`src/rtl/uart_rx.sv`:
```
// uart_rx: 8N1 serial receiver, LSB first, mid-bit sampling, one-cycle rx_dv per byte.
// Ports:
//   clk        - single clock, all state updates on its rising edge
//   rst_n      - synchronous active-low reset
//   rx_serial  - asynchronous serial line, idle high
//   rx_dv      - one-cycle pulse when rx_byte has been loaded with a new byte
//   rx_byte    - last valid received byte, held between frames
//   frame_err  - one-cycle pulse on a low stop bit (only with UART_RX_FRAME_ERR_EN)
// Optional feature macro: UART_RX_FRAME_ERR_EN enables frame_err and stop-bit rejection;
// without it a low stop bit is accepted like a high one.
module uart_rx #(
    parameter int CLK_PER_BIT = 100
) (
    input  logic       clk,
    input  logic       rst_n,
    input  logic       rx_serial,
    output logic       rx_dv,
    output logic [7:0] rx_byte
`ifdef UART_RX_FRAME_ERR_EN
    ,
    output logic       frame_err
`endif
);
    localparam int CW = $clog2(CLK_PER_BIT);
    localparam logic [CW-1:0] LAST = CW'(CLK_PER_BIT - 1);
    // Half-bit offset so every later sample lands in the middle of a bit.
    localparam logic [CW-1:0] HALF = CW'((CLK_PER_BIT - 1) / 2);

    typedef enum logic [2:0] {IDLE, START, DATA, STOP, CLEANUP} state_t;

    state_t        state, state_n;
    logic [CW-1:0] cnt, cnt_n;
    logic [2:0]    idx, idx_n;
    logic [7:0]    shift, shift_n, byte_n;
    logic          rx_m, rx_s, dv_n;
`ifdef UART_RX_FRAME_ERR_EN
    logic          ferr_n;
`endif

    // Two-flop synchronizer; resets to the idle level so reset never looks like a start bit.
    always_ff @(posedge clk) begin
        if (!rst_n) begin
            rx_m <= 1'b1;
            rx_s <= 1'b1;
        end else begin
            rx_m <= rx_serial;
            rx_s <= rx_m;
        end
    end

    always_ff @(posedge clk) begin
        if (!rst_n) begin
            state   <= IDLE;
            cnt     <= '0;
            idx     <= '0;
            shift   <= '0;
            rx_byte <= '0;
            rx_dv   <= 1'b0;
        end else begin
            state   <= state_n;
            cnt     <= cnt_n;
            idx     <= idx_n;
            shift   <= shift_n;
            rx_byte <= byte_n;
            rx_dv   <= dv_n;
        end
    end

`ifdef UART_RX_FRAME_ERR_EN
    always_ff @(posedge clk) begin
        if (!rst_n) frame_err <= 1'b0;
        else        frame_err <= ferr_n;
    end
`endif

    always_comb begin
        state_n = state;
        cnt_n   = cnt;
        idx_n   = idx;
        shift_n = shift;
        byte_n  = rx_byte;
        dv_n    = 1'b0;
`ifdef UART_RX_FRAME_ERR_EN
        ferr_n  = 1'b0;
`endif
        unique case (state)
            IDLE: begin
                if (!rx_s) begin
                    state_n = START;
                    cnt_n   = '0;
                end
            end
            START: begin
                if (cnt == HALF) begin
                    // A line that is high again at mid start bit was only a glitch.
                    state_n = rx_s ? IDLE : DATA;
                    cnt_n   = '0;
                    idx_n   = '0;
                end else begin
                    cnt_n = cnt + 1'b1;
                end
            end
            DATA: begin
                if (cnt == LAST) begin
                    cnt_n        = '0;
                    shift_n[idx] = rx_s;
                    idx_n        = idx + 3'd1;
                    if (idx == 3'd7) state_n = STOP;
                end else begin
                    cnt_n = cnt + 1'b1;
                end
            end
            STOP: begin
                if (cnt == LAST) begin
                    state_n = CLEANUP;
                    cnt_n   = '0;
`ifdef UART_RX_FRAME_ERR_EN
                    if (rx_s) begin
                        byte_n = shift;
                        dv_n   = 1'b1;
                    end else begin
                        ferr_n = 1'b1;
                    end
`else
                    byte_n = shift;
                    dv_n   = 1'b1;
`endif
                end else begin
                    cnt_n = cnt + 1'b1;
                end
            end
            CLEANUP: state_n = IDLE;
            default: state_n = IDLE;
        endcase
    end
endmodule

```
`config.mk`:
```
export PLATFORM = sky130hd
export DESIGN_NAME = uart_rx
export DESIGN_NICKNAME = d
export VERILOG_FILES = /design/src/rtl/uart_rx.sv
export SDC_FILE = /design/constraint.sdc
export NUM_CORES = 1
export LEC_CHECK = 0
export ABC_AREA = 1
export CORE_MARGIN = 2
export CORE_UTILIZATION = 50
export DETAILED_ROUTE_END_ITERATION = 6
export HOLD_SLACK_MARGIN = 0.1
export PLACE_DENSITY = 0.7
export SLEW_MARGIN = 20
export SYNTH_ARGS = -nofsm -noshare
export SYNTH_HDL_FRONTEND = slang
export SYNTH_SLANG_ARGS = --single-unit
```
`constraint.sdc`:
```
create_clock -name clk -period 2.05 [get_ports clk]
set_input_delay 0.41 -clock clk [delete_from_list [all_inputs] [get_ports clk]]
set_output_delay 0.41 -clock clk [all_outputs]
set_load 0.02 [all_outputs]
```
; ---- After elaboration in Yosys (flattened, before gate mapping)
; Cells that the tools add are included.
[word_totals]
reg_bits = 32
in_bits = 3
output_inout_bits = 9
[op_classes]
addsub = 2
order_cmp = 2
eq_ne = 11
n_mux = 18
n_reduce_logical = 11
[op_table]
columns = op, count
row1 = 2-to-1 mux 3 bit, 7
row2 = 2-to-1 mux 7 bit, 3
row3 = one-hot mux 7 bit (3 select lines), 1
row4 = one-hot mux 3 bit (4 select lines), 1
row5 = "inequality test 2 bit, second input constant", 5
row6 = bitwise mux 8 bit, 1
row7 = AND reduction 2 bit, 4
row8 = "adder 7 x 1 -> 7 bit, second input constant", 1
row9 = "== test 7 x 6 -> 1 bit, second input constant", 1
row10 = "== test 7 bit, second input constant", 1
row11 = "== test 3 x 2 -> 1 bit, second input constant", 2
row12 = one-hot mux 3 bit (2 select lines), 1
row13 = AND reduction 5 bit, 1
row14 = "less-than comparator 3 x 4 -> 1 bit, second input constant", 1
row15 = "adder 3 x 1 -> 3 bit, second input constant", 1
row16 = demux 1 bit (select 3 bit), 1
row17 = "== test 3 x 1 -> 1 bit, second input constant", 1
row18 = "== test 3 bit, second input constant", 1
row19 = ">= comparator 3 x 1 -> 1 bit, second input constant", 1
row20 = logical NOT 3 bit, 1
row21 = AND reduction 3 bit, 1
row22 = nonzero test 3 bit, 1
row23 = 2-to-1 mux 1 bit, 2
row24 = 2-to-1 mux 2 bit, 1
row25 = other kinds (3), 3

; ---- Depth between registers and ports, before layout
[logic_depth]
word_depth = 5
depth_mapped = 10
mapped_depth_nobuf = 10

; ---- Worst setup path before layout
; Ideal clock, no wire load.
[synth_timing]
path_type = flip-flop to flip-flop
startpoint = register cnt[0]
endpoint = register state[1]
setup_ns = 0.113
arrival_time_ns = 1.199
slack_ns = 0.738
stages_incl_launch_ff = 9
n_path_buf = 0
cell_sequence = dfxtp_1 > ha_1 > nand2_1 > inv_1 > nand3_1 > nand2_1 > nand3_1 > nor2_1 > nor2_1
[synth_between]
elab_chain_len = 3
word_cells_on_any_way = 6
[synth_rtl]
columns = item, line_no
row1 = "start, declared", 32  ; logic [CW-1:0] cnt, cnt_n;
row2 = "start signal, assigned", 61  ; cnt <= cnt_n;
row3 = == test 7 bit or == test 7 x 6 -> 1 bit (tied branches), "104, 114, 94"
row4 = inequality test 2 bit (no source line), -
row5 = AND reduction 5 bit (no source line) *, -
row6 = "end signal, assigned", 60  ; state <= state_n;
row7 = "end, declared", 31  ; state_t state, state_n;
; Mark *: on every way between the ends. The rest lies on a longest branch, timed or not.
; A chain may end at the register's enable or synchronous reset.

; ---- Worst setup path in the final report
[layout_timing]
startpoint = register rx_byte[6]
endpoint = output rx_byte[6]
[layout_lines]
columns = item, line_no
row1 = "start, declared", 18  ; output logic [7:0] rx_byte
row2 = "start signal, assigned", 64  ; rx_byte <= byte_n;
; No word-level cell between the ends.

==> impl_metrics.toml <==
[outcome]
status = "finished, final reports clean"

[worst_setup_path]
cp_data_required_time_ns = 1.64
end_kind = "output port"
cp_cell_sequence = "clkdlybuf4s50_1"
crit_type = "reg2out"
cp_num_buf_inv = 1
crit_arrival_ns = 1.32
crit_path_max_fanout = 2
crit_slowest_cell = "clkdlybuf4s50_1"
cp-start-kind = "flop"
critPathMaxStageDelay_ns = 0.62
crit_family = "buffers and inverters"

[pwr]
p_seq_share_pct = 40.4
p_leak_nw = 0.800
switching_share_pct = 35.1
peakVddDrop_uv = 636
p_int_w = 0.00116
cellPowerDensity_nw_per_um2 = 967
pwr-share-comb_pct = 29.1
clkPwrFrac_pct = 30.5
switchingPower_w = 0.000627

[timing]
drv_slew = 0
maxSlewHeadroom_pct = 82.4
holdWs_ns = 0.439
finalCritPeriodShare_pct = 84.2
post-route-min-period_ns = 1.73
fmax_ghz = 0.579
worstMarginPinSlew_ns = 0.264
rsz0062_at_grt = "false"
setup_violations = 0
fin_skew_ns = 0.0129
setup_tns_ns = 0
finalHoldViolations = 0

[synthesis]
avgSynthCellArea_um2 = 7.11
yosysWarnings = 0
yosys.area.top_type_share_pct = 40.6
synth_edf_count = 0
synthFlopType = "dfxtp_1"
synth_area_leaders = "dfxtp_1 41%, nand2_1 12%, nor2_1 7.6%"
syn_nets = 229
yosysSeqAreaShare_pct = 40.6
async_reset_ff_share_pct = 0
synth_cells = 222
synth_top_area_cell = "dfxtp_1"
syn-cell-area_um2 = 1580
ys_ff_latch = 32
synth_cell_type_count = 26

[die]
fp.dieW_um = 60.2
die_area_um2 = 3620
core-area_um2 = 3030
die_h_um = 60.2
initial_core_util_pct = 52.1
row_count = 20
ioPinCount = 12

[final_layout]
antennaDiodeCount = 0
multi_input_area_um2 = 811
layout-drive-gt1-share_pct = 15.8
finalNetCount = 247
n_fill_cell = 287
mostFrequentLayoutCell = "nand2_1"
design_area_um2 = 1850
seqCellArea_um2 = 641
area_growth_pct = 17.0
layout_common_cells = "51 x nand2_1, 32 x nor2_1, 32 x dfxtp_1, 23 x inv_1, 17 x a21oi_1"

[clock_tree]
cts.repair.resized = 0
cts_tree = "yes"
numCtsBuffers = 5
post_cts_buffers = 0
hold_buffers = 0
cts.path.max_buffers = 2
clk_latency_ns = 0.33
clockRootBuffer = "clkbuf_4"
htree_levels = 2
cts_sinks = 32
path_clk_slew_ns = 0.11

[placement]
place_congestion = 0.846
dp_hpwl_um = 2210
port_buffers = 11
dpl-instance-area_um2 = 1750

[global_routing]
grt_usage_pct = 20.3
grt_start_max_net_pins = 15
grt_pass1_vias = 1183
grt_pass1_wl_um = 5430
grt-ovfl-total = 0
antenna_found_initial = 0

[route]
drt_iter0_drc = 51
vias_per_cell = 4.78
drc = 0
dr.pass1.iters = 4
num_vias = 1362
wl_per_cell_um = 10.9
finalWirelength_um = 3100
drtAntennaViolNets = 0

[min_path]
min_path_type = "reg2reg"

[run]
cap_violations = 0
==> stage by stage <==
stage	cells	setup slack, ns	utilization [%]	total power (W)
after global placement	277	0.635	57.9	0.00125
final	285	0.324	61.0	0.00179
after detailed placement	277	0.606	57.9	0.00125
after CTS	285	0.322	61.0	0.00180
after global routing	285	0.270	61.0	0.00193
after floorplan	222	0.738	-	0.00114
==> final timing paths <==
check                to  slack [ns]  depth (start not counted)  startpoint
max reg2reg    state[1]        0.56                          8      cnt[0]
max          rx_byte[6]        0.32                          1  rx_byte[6]
min reg2reg        rx_s        0.44                          1        rx_m
min                rx_s        0.44                          1        rx_m
==> cells in the mapped netlist, types with 2 or more instances <==
master   count
nor2_1      32
inv_2        4
buf_2        2
a21oi_1     17
ha_1         4
nand2_1     51
nor3_1       2
or2_2        4
o21ai_0      4
nand2_2      7
nand4_1     10
dfxtp_1     32
nor2_4       2
nand3_2      4
nand3_1     14
inv_1       23
==> power by group through the flow <==
stage	clock [W]	sequential, W	combinational, W
5_1_grt	0.000590	0.000731	0.000606
6_report	0.000544	0.000721	0.000521
2_1_floorplan	0	0.000731	0.000409
3_3_place_gp	0	0.000735	0.000514
3_5_place_dp	0	0.000736	0.000516
4_1_cts	0.000557	0.000721	0.000520
==> logic make-up (layout without fill, tap and decap cells) <==
logic type      count (synthesis)  in the layout  synth area share (%)
buf+inv                        32             51                  8.08
flops                          32             32                  40.6
xor+xnor                        1              1                 0.555
compound gates                 22             22                  7.05
simple gates                  131            131                  40.6
fa+ha+maj                       4              4                  3.17
==> per-layer routing <==
layer / global-route usage (%) / part of all wire, %
met5: 0 / 0
met4: 5.71 / 1.2
met3: 6.49 / 5.6
met2: 27.8 / 39
met1: 30.2 / 55
==> state kept, by name (all words and copies together) (netlist names) <==
name	count
rx_s	1
idx	3
state	3
rx_m	1
shift	8
cnt	7
rx_dv	1
rx_byte	8
==> layout make-up <==
class | count | share of cell area, %
clock buffers | 7 | 3.52
clock inverters | 1 | 1.62
inverters | 28 | 5.75
multi-input cells | 158 | 43.9
flip-flops and latches | 32 | 34.7
well taps | 44 | 2.98
repair buffers | 15 | 7.58
(Power assumes the default switching activity.)
